===== src/rtl/pc_attack_engine.sv =====
// rtl/pc_attack_engine.sv - computer-opponent turn engine: LFSR-seeded probe for an unshot cell, strike, record
module pc_attack_engine #(
    parameter logic [7:0] SEED = 8'hA5
) (
    input  logic        clk,
    input  logic        rst,
    input  logic        pc_turn,
    input  logic        clear_board,
    input  logic [24:0] ship_map,
    output logic        pc_move,
    output logic [2:0]  attack_row,
    output logic [2:0]  attack_col,
    output logic        attack_hit,
    output logic        no_target,
    output logic [24:0] shot_mask,
    output logic [24:0] hit_mask,
    output logic [4:0]  player_ships
);

    typedef enum logic [1:0] {IDLE, PROBE, STRIKE, DONE} state_t;

    state_t      state, state_nx;
    logic [7:0]  lfsr;
    logic [4:0]  cand;
    logic [4:0]  cnt;
    logic [4:0]  start_idx;
    logic [2:0]  cand_row;
    logic [2:0]  cand_col;
    logic [24:0] live_cells;

    // Fold the 0..31 LFSR slice into the 0..24 cell range.
    assign start_idx = (lfsr[4:0] >= 5'd25) ? (lfsr[4:0] - 5'd25) : lfsr[4:0];
    assign pc_move   = (state == DONE);

    always_comb begin
        cand_row = 3'd0;
        if (cand >= 5'd20)      cand_row = 3'd4;
        else if (cand >= 5'd15) cand_row = 3'd3;
        else if (cand >= 5'd10) cand_row = 3'd2;
        else if (cand >= 5'd5)  cand_row = 3'd1;
        cand_col = 3'(cand - (5'(cand_row) * 5'd5));
    end

    assign live_cells = ship_map & ~shot_mask;

    always_comb begin
        player_ships = 5'd0;
        for (int i = 0; i < 25; i++) begin
            player_ships = player_ships + 5'(live_cells[i]);
        end
    end

    always_comb begin
        state_nx = state;
        case (state)
            IDLE:    if (pc_turn) state_nx = PROBE;
            PROBE: begin
                if (!shot_mask[cand])   state_nx = STRIKE;
                else if (cnt == 5'd24)  state_nx = DONE;
            end
            STRIKE:  state_nx = DONE;
            DONE:    if (!pc_turn) state_nx = IDLE;
            default: state_nx = IDLE;
        endcase
        if (clear_board) state_nx = IDLE;
    end

    always_ff @(posedge clk) begin
        if (rst) state <= IDLE;
        else     state <= state_nx;
    end

    always_ff @(posedge clk) begin
        if (rst) begin
            lfsr       <= SEED;
            cand       <= 5'd0;
            cnt        <= 5'd0;
            shot_mask  <= 25'd0;
            hit_mask   <= 25'd0;
            attack_row <= 3'd0;
            attack_col <= 3'd0;
            attack_hit <= 1'b0;
            no_target  <= 1'b0;
        end else begin
            // Free-running: the turn's start cell depends on when the request arrives.
            lfsr <= {lfsr[6:0], lfsr[7] ^ lfsr[5] ^ lfsr[4] ^ lfsr[3]};
            if (clear_board) begin
                shot_mask  <= 25'd0;
                hit_mask   <= 25'd0;
                attack_hit <= 1'b0;
                no_target  <= 1'b0;
            end else begin
                case (state)
                    IDLE: begin
                        if (pc_turn) begin
                            cand <= start_idx;
                            cnt  <= 5'd0;
                        end
                    end
                    PROBE: begin
                        if (shot_mask[cand]) begin
                            if (cnt == 5'd24) begin
                                no_target <= 1'b1;
                            end else begin
                                cand <= (cand == 5'd24) ? 5'd0 : cand + 5'd1;
                                cnt  <= cnt + 5'd1;
                            end
                        end
                    end
                    STRIKE: begin
                        shot_mask[cand] <= 1'b1;
                        hit_mask[cand]  <= hit_mask[cand] | ship_map[cand];
                        attack_hit      <= ship_map[cand];
                        attack_row      <= cand_row;
                        attack_col      <= cand_col;
                        no_target       <= 1'b0;
                    end
                    default: ;
                endcase
            end
        end
    end

endmodule

===== config.mk =====
export PLATFORM = sky130hd
export DESIGN_NAME = pc_attack_engine
export DESIGN_NICKNAME = d
export VERILOG_FILES = /design/src/rtl/pc_attack_engine.sv
export SDC_FILE = /design/constraint.sdc
export NUM_CORES = 1
export LEC_CHECK = 0
export CORE_UTILIZATION = 30
export DETAILED_ROUTE_END_ITERATION = 12
export PLACE_DENSITY = 0.5
export SLEW_MARGIN = 20
export SYNTH_ARGS = -nofsm -noshare
export SYNTH_HDL_FRONTEND = slang
export SYNTH_SLANG_ARGS = --single-unit

===== constraint.sdc =====
create_clock -name clk -period 15.4 [get_ports clk]
set_input_delay 1.54 -clock clk [delete_from_list [all_inputs] [get_ports clk]]
set_output_delay 1.54 -clock clk [all_outputs]
set_load 0.02 [all_outputs]

# After elaboration in Yosys (flattened, before gate mapping)
# Index checks and enable logic that the tools add are counted.
# W data, S select, Z words.
[word_totals]
regBits = 78
input_bits = 29
elab_cells = 105
[classes]
addsub = 28
n_mul = 1
order_cmp = 7
eq_ne = 11
muxes = 31
bitwise_logic = 8
reduce_logical = 9
[op_table]
columns = ["cell", "count"]
rows = [
  ["$add A5 B1 Y5", 20],
  ["$mux W5", 8],
  ["$and A25 B25 Y25", 1],
  ["$bwmux W25", 1],
  ["$not A25 Y25", 1],
  ["$or A25 B25 Y25", 1],
  ["$pmux W5 S2", 2],
  ["$bmux W1 S5", 3],
  ["$mux W2", 6],
  ["$add A5 B1 Y5 const B", 2],
  ["$eq A5 B5 Y1 const B", 2],
  ["$ge A5 B4 Y1 const B", 2],
  ["$ge A5 B5 Y1 const B", 2],
  ["$ne A2 B2 Y1 const B", 5],
  ["$pmux W2 S4", 1],
  ["$mux W1", 7],
  ["$lt A5 B6 Y1 const B", 1],
  ["$reduce_and A3 Y1", 2],
  ["$add A4 B1 Y5", 1],
  ["$demux W1 S5", 1],
  ["$ge A5 B1 Y1 const B", 1],
  ["$ge A5 B3 Y1 const B", 1],
  ["$reduce_and A5 Y1", 1],
  ["$sub A5 B5 Y5 const B", 1],
  ["other kinds (18)", 22],
]

# Depth between registers and ports, before layout
[logic_depth]
depth_word = 26
ltp_mapped = 16

# Worst setup path before layout
# OpenSTA, ideal clock, no wires.
[synth_path]
kind = "input-to-output"
start = "in ship_map[0]"
end = "out player_ships[4]"
arrival_time_ps = 5613
t_required_ps = 13860
path_slack_ps = 8247
stages = 12
path_buffers = 0
cell_sequence = "nor2b_1 -> fa_1 -> inv_1 -> fa_1 -> fa_1 -> fa_1 -> inv_1 -> fa_1 -> fa_1 -> fa_1 -> a21o_1 -> a21o_1"
[synth_via]
elab_chain_len = 25
[synth_lines]
columns = ["item", "line", "text"]
rows = [
  ["start: declaration", "9", "input logic [24:0] ship_map,"],
  ["$and A25 B25 Y25", "44", "assign live_cells = ship_map & ~shot_mask;"],
  ["$add A1 B1 Y2", "49", "player_ships = player_ships + 5'(live_cells[i]);"],
  ["$add A2 B1 Y3", "49", ""],
  ["$add A3 B1 Y4", "49", ""],
  ["$add A4 B1 Y5", "49", ""],
  ["$add A5 B1 Y5 (20 in series)", "49", ""],
  ["end: declaration", "17", "output logic [4:0] player_ships"],
]
# No other way between the ends.

# Worst setup path in the final report
[layout_path]
start = "in ship_map[7]"
end = "out player_ships[4]"
[layout_via]
elab_chain_len = 19
[layout_lines]
columns = ["item", "line"]
rows = [
  ["$and A25 B25 Y25", "44"],
  ["$add A5 B1 Y5 (18 in series)", "49"],
]
# No other way between the ends.

==> out/summary.log <==
INFO  setup_path     r2r_cells=13
INFO  pwr            power_leakage=2.278nW
INFO  setup_path     critical_path.max_fanout=2
INFO  pwr            netSwitchingFraction=35.05%
INFO  synth          postSynthRegisterBits=78
INFO  cts            cts.clk_slew.worst_paths=60ps
INFO  pwr            p_clk_share=30.5%
INFO  synth          synth_area=4773um2
INFO  timing         slew_headroom=41.12%
INFO  floorplan      row_count=45
INFO  synth          post_synth_main_area_contributors=dfxtp_1, fa_1, nor2_1
INFO  finish         area_growth=28.47%
INFO  routing        dr_wl_met2=6444um
INFO  routing        detailedRoute.firstPassIterationCount=4
INFO  pwr            comb_power_share=39.8%
INFO  finish         final_cell_area=6132um2
INFO  timing         post-route-period-util=53.03%
INFO  cts            post_cts_resize_count=0
INFO  routing        dr_total_vias=4088
INFO  pwr            intPower=0.4677mW
INFO  synth          postSynthCellCount=519
INFO  finish         drive_gt1_share=9.375%
INFO  finish         net_count_reported_at_finish=671
INFO  grt            number_of_antenna_violations_at_the_first_check_in_global_routing=0
INFO  placement      place.gp.congestion=0.7792
INFO  synth          largest_family_of_logic_cells_by_synthesized_area=simple AND/OR/NAND/NOR gates
INFO  timing         worst_slew_pin_slew=882.0ps
INFO  cts            postCtsHoldBufs=0
INFO  synth          syn-num-nets=587
INFO  timing         final.min_clock_period=8166ps
INFO  synth          yosys.area_share.adder=13.21%
INFO  worst_hold_path min_to=lfsr[7]
INFO  flow_run       cap_violations=0
INFO  routing        routed_via_density=4.991
INFO  finish         antenna_cells_inserted=0
INFO  pwr            power_density_over_the_cells=117.4nW/um2
INFO  timing         setup-tns-final=0ps
INFO  floorplan      die_w=128.1um
INFO  grt            wire_length_of_the_first_global_routing_pass=22510um
INFO  synth          synthArstFlopShare=0%
INFO  worst_hold_path hold_path_startpoint=lfsr[6]
INFO  cts            numCtsBuffers=9
INFO  setup_path     worstPathRequired=13860ps
INFO  grt            grt_pass1_vias=4149
INFO  synth          post_synth_mux_area_share=10.12%
INFO  pwr            total_switching_power=0.2524mW
INFO  synth          fraction_of_the_mapped_netlist_area_in_simple_logic_gates=20.52%
INFO  placement      place_area=5821um2
INFO  worst_hold_path worstHoldPathType=reg2reg
INFO  floorplan      floorplan.initialDensity=31.05%
INFO  placement      place.port_buffers=92
INFO  synth          register_area_share_after_synthesis=32.71%
INFO  setup_path     critical_path.reg2reg.startpoint=cand[0]
INFO  setup_path     critical_path.endpoint_type=output port
INFO  finish         layout_common_cells=clkdlybuf4s50_1, nor2_1, dfxtp_1
INFO  pwr            power.ir.vdd_worst=0.00007812V
INFO  timing         post_layout_worst_setup_margin=7234ps
INFO  routing        post-route-drc-count=0
INFO  timing         fmaxAchievable=122.5MHz
INFO  pwr            sequentialPowerShare=29.7%
INFO  timing         rsz0062_at_grt=no
INFO  routing        route.top_layer_used=met4
INFO  routing        first_iter_violations=295
INFO  timing         slew_viol_final=0
INFO  synth          synth_top_cell_by_area=dfxtp_1
INFO  setup_path     rrSetupSlack=11610ps
INFO  synth          share_of_the_synthesized_area_in_compound_gates_ao_oa_aoi_oai=15.67%
INFO  cts            clock_tree_from_tritoncts=done
INFO  setup_path     capturing_point_of_the_worst_reg2reg_path=attack_col[2]
INFO  cts            cts_setup_buffers=0
INFO  routing        m1WireLength=6588um
INFO  timing         finalHoldViolCount=0
INFO  synth          syn_area_per_cell=9.197um2
INFO  worst_hold_path holdPathStages=1
INFO  timing         setup_violations=0
INFO  routing        wl_per_cell=16.93um
INFO  grt            groute.usage.overall=17.98%
INFO  routing        drt.antenna.violating_nets=0
INFO  cts            clock_tree.htree_level_count=3
INFO  synth          yosysWarnings=0
INFO  placement      pre_cts_ws=7217ps
INFO  routing        detail_route.wirelength=13860um
INFO  cts            cts_max_path_buffers=2
INFO  synth          synth_enable_flop_cells=0
INFO  setup_path     criticalPathCategory=in2out
INFO  synth          yosysUniqueCellTypes=62
INFO  cts            cts-root-buf=clkbuf_16
INFO  cts            clock_sink_count=78
INFO  placement      final_hpwl_from_detailed_placement=10390um
INFO  floorplan      core=15370um2
INFO  floorplan      num_io_pins=93
INFO  synth          yosys_most_used_dff=dfxtp_1
INFO  floorplan      die-height=128.1um
INFO  status         run_status=complete, no violations
INFO  pwr            post-layout-total-power=0.7201mW
INFO  synth          synthXorXnorAreaFrac=1.835%
INFO  setup_path     timing.critical_path.arrival=6630ps
INFO  timing         fin_skew=12.24ps
INFO  grt            gr-total-overflow=0
INFO  floorplan      design.die.area=16420um2
INFO  cts            clk-insertion-delay-late=350ps
INFO  finish         layout_commonest_cell=clkdlybuf4s50_1
INFO  setup_path     startpoint_type=input pin
INFO  routing        wire_length_on_met3=643um
INFO  grt            largest_net_degree_at_the_start_of_global_routing=30
INFO  synth          synth_top_area_share=32.71%
==> worst max-delay path by stage <==
stage                     slack, ps         start  depth (start not counted)               to
after floorplan                8250   ship_map[0]                         12  player_ships[4]
after global placement         7220   ship_map[5]                         14  player_ships[4]
after detailed placement       7220   ship_map[7]                         14  player_ships[4]
after CTS                      7200   ship_map[7]                         14  player_ships[4]
after global routing           7040  ship_map[11]                         15  player_ships[4]
final                          7230   ship_map[7]                         14  player_ships[4]
==> through the flow <==
stage | cells | utilization [%] | hold slack (ps)
5_1_grt | 819 | 39.89 | 429.9
6_report | 819 | 39.89 | 412.6
3_3_place_gp | 803 | 37.87 | 399.2
4_1_cts | 819 | 39.86 | 419.4
3_5_place_dp | 803 | 37.87 | 407.0
2_1_floorplan | 519 | - | 389.5
==> worst max-delay path, stage by stage <==
cell and delay [ps]:
clkdlybuf4s50_1 480, nor2b_1 220, fa_1 460, inv_1 80
fa_1 440, fa_1 520, fa_1 540, inv_1 50
fa_1 500, fa_1 470, fa_1 420, a21o_1 190
a21o_1 170, clkdlybuf4s50_1 530
==> power groups by stage <==
stage | clock [mW] | combinational (mW) | sequential, mW
2_1_floorplan | 0 | 0.200 | 0.213
3_3_place_gp | 0 | 0.287 | 0.218
3_5_place_dp | 0 | 0.290 | 0.218
4_1_cts | 0.226 | 0.291 | 0.214
5_1_grt | 0.233 | 0.314 | 0.215
6_report | 0.219 | 0.287 | 0.214
==> registers in the layout, indices dropped and copies added (netlist names), 2 cells and up <==
register / flops
attack_row: 3
lfsr: 8
state: 2
hit_mask: 25
cand: 5
shot_mask: 25
attack_col: 3
cnt: 5
==> kinds of logic (layout without fill, tap and decap cells) <==
family,count (synthesis),in the layout
simple gates,198,198
compound gates,114,114
flops,78,78
buf+inv,54,143
fa+ha+maj,39,39
mux,26,26
xor+xnor,10,10
==> synth_stat cells, types with 4 or more instances <==
master,count
o21ai_0,33
a31oi_1,4
clkbuf_1,10
nand3_1,13
nor3_1,10
buf_6,6
or2_2,5
fa_1,19
ha_1,20
a21oi_1,41
nand2b_1,18
nand2_1,30
nor2_1,82
a21o_1,4
a211oi_1,5
inv_1,32
nor2b_1,20
mux4_2,5
mux4_1,8
xnor2_1,4
a22oi_1,4
dfxtp_1,78
mux2_2,7
xor2_1,6
a221oi_1,4
==> routing by layer <==
layer,vias up,GRT usage [%]
met2,96,28.84
met5,-,0
li1,1979,-
met3,14,3.840
met1,1999,24.03
met4,0,5.813
==> layout make-up <==
class                           count  area, um2
Timing Repair Buffer               95      943.4
Fill cell                        1549       9239
Multi-Input combinational cell    387       2937
Clock buffer                        9      225.2
Clock inverter                      7      81.33
Tap cell                          211      264.0
Sequential cell                    78       1562
Inverter                           32      120.1
Power figures use the tool's default switching activity.
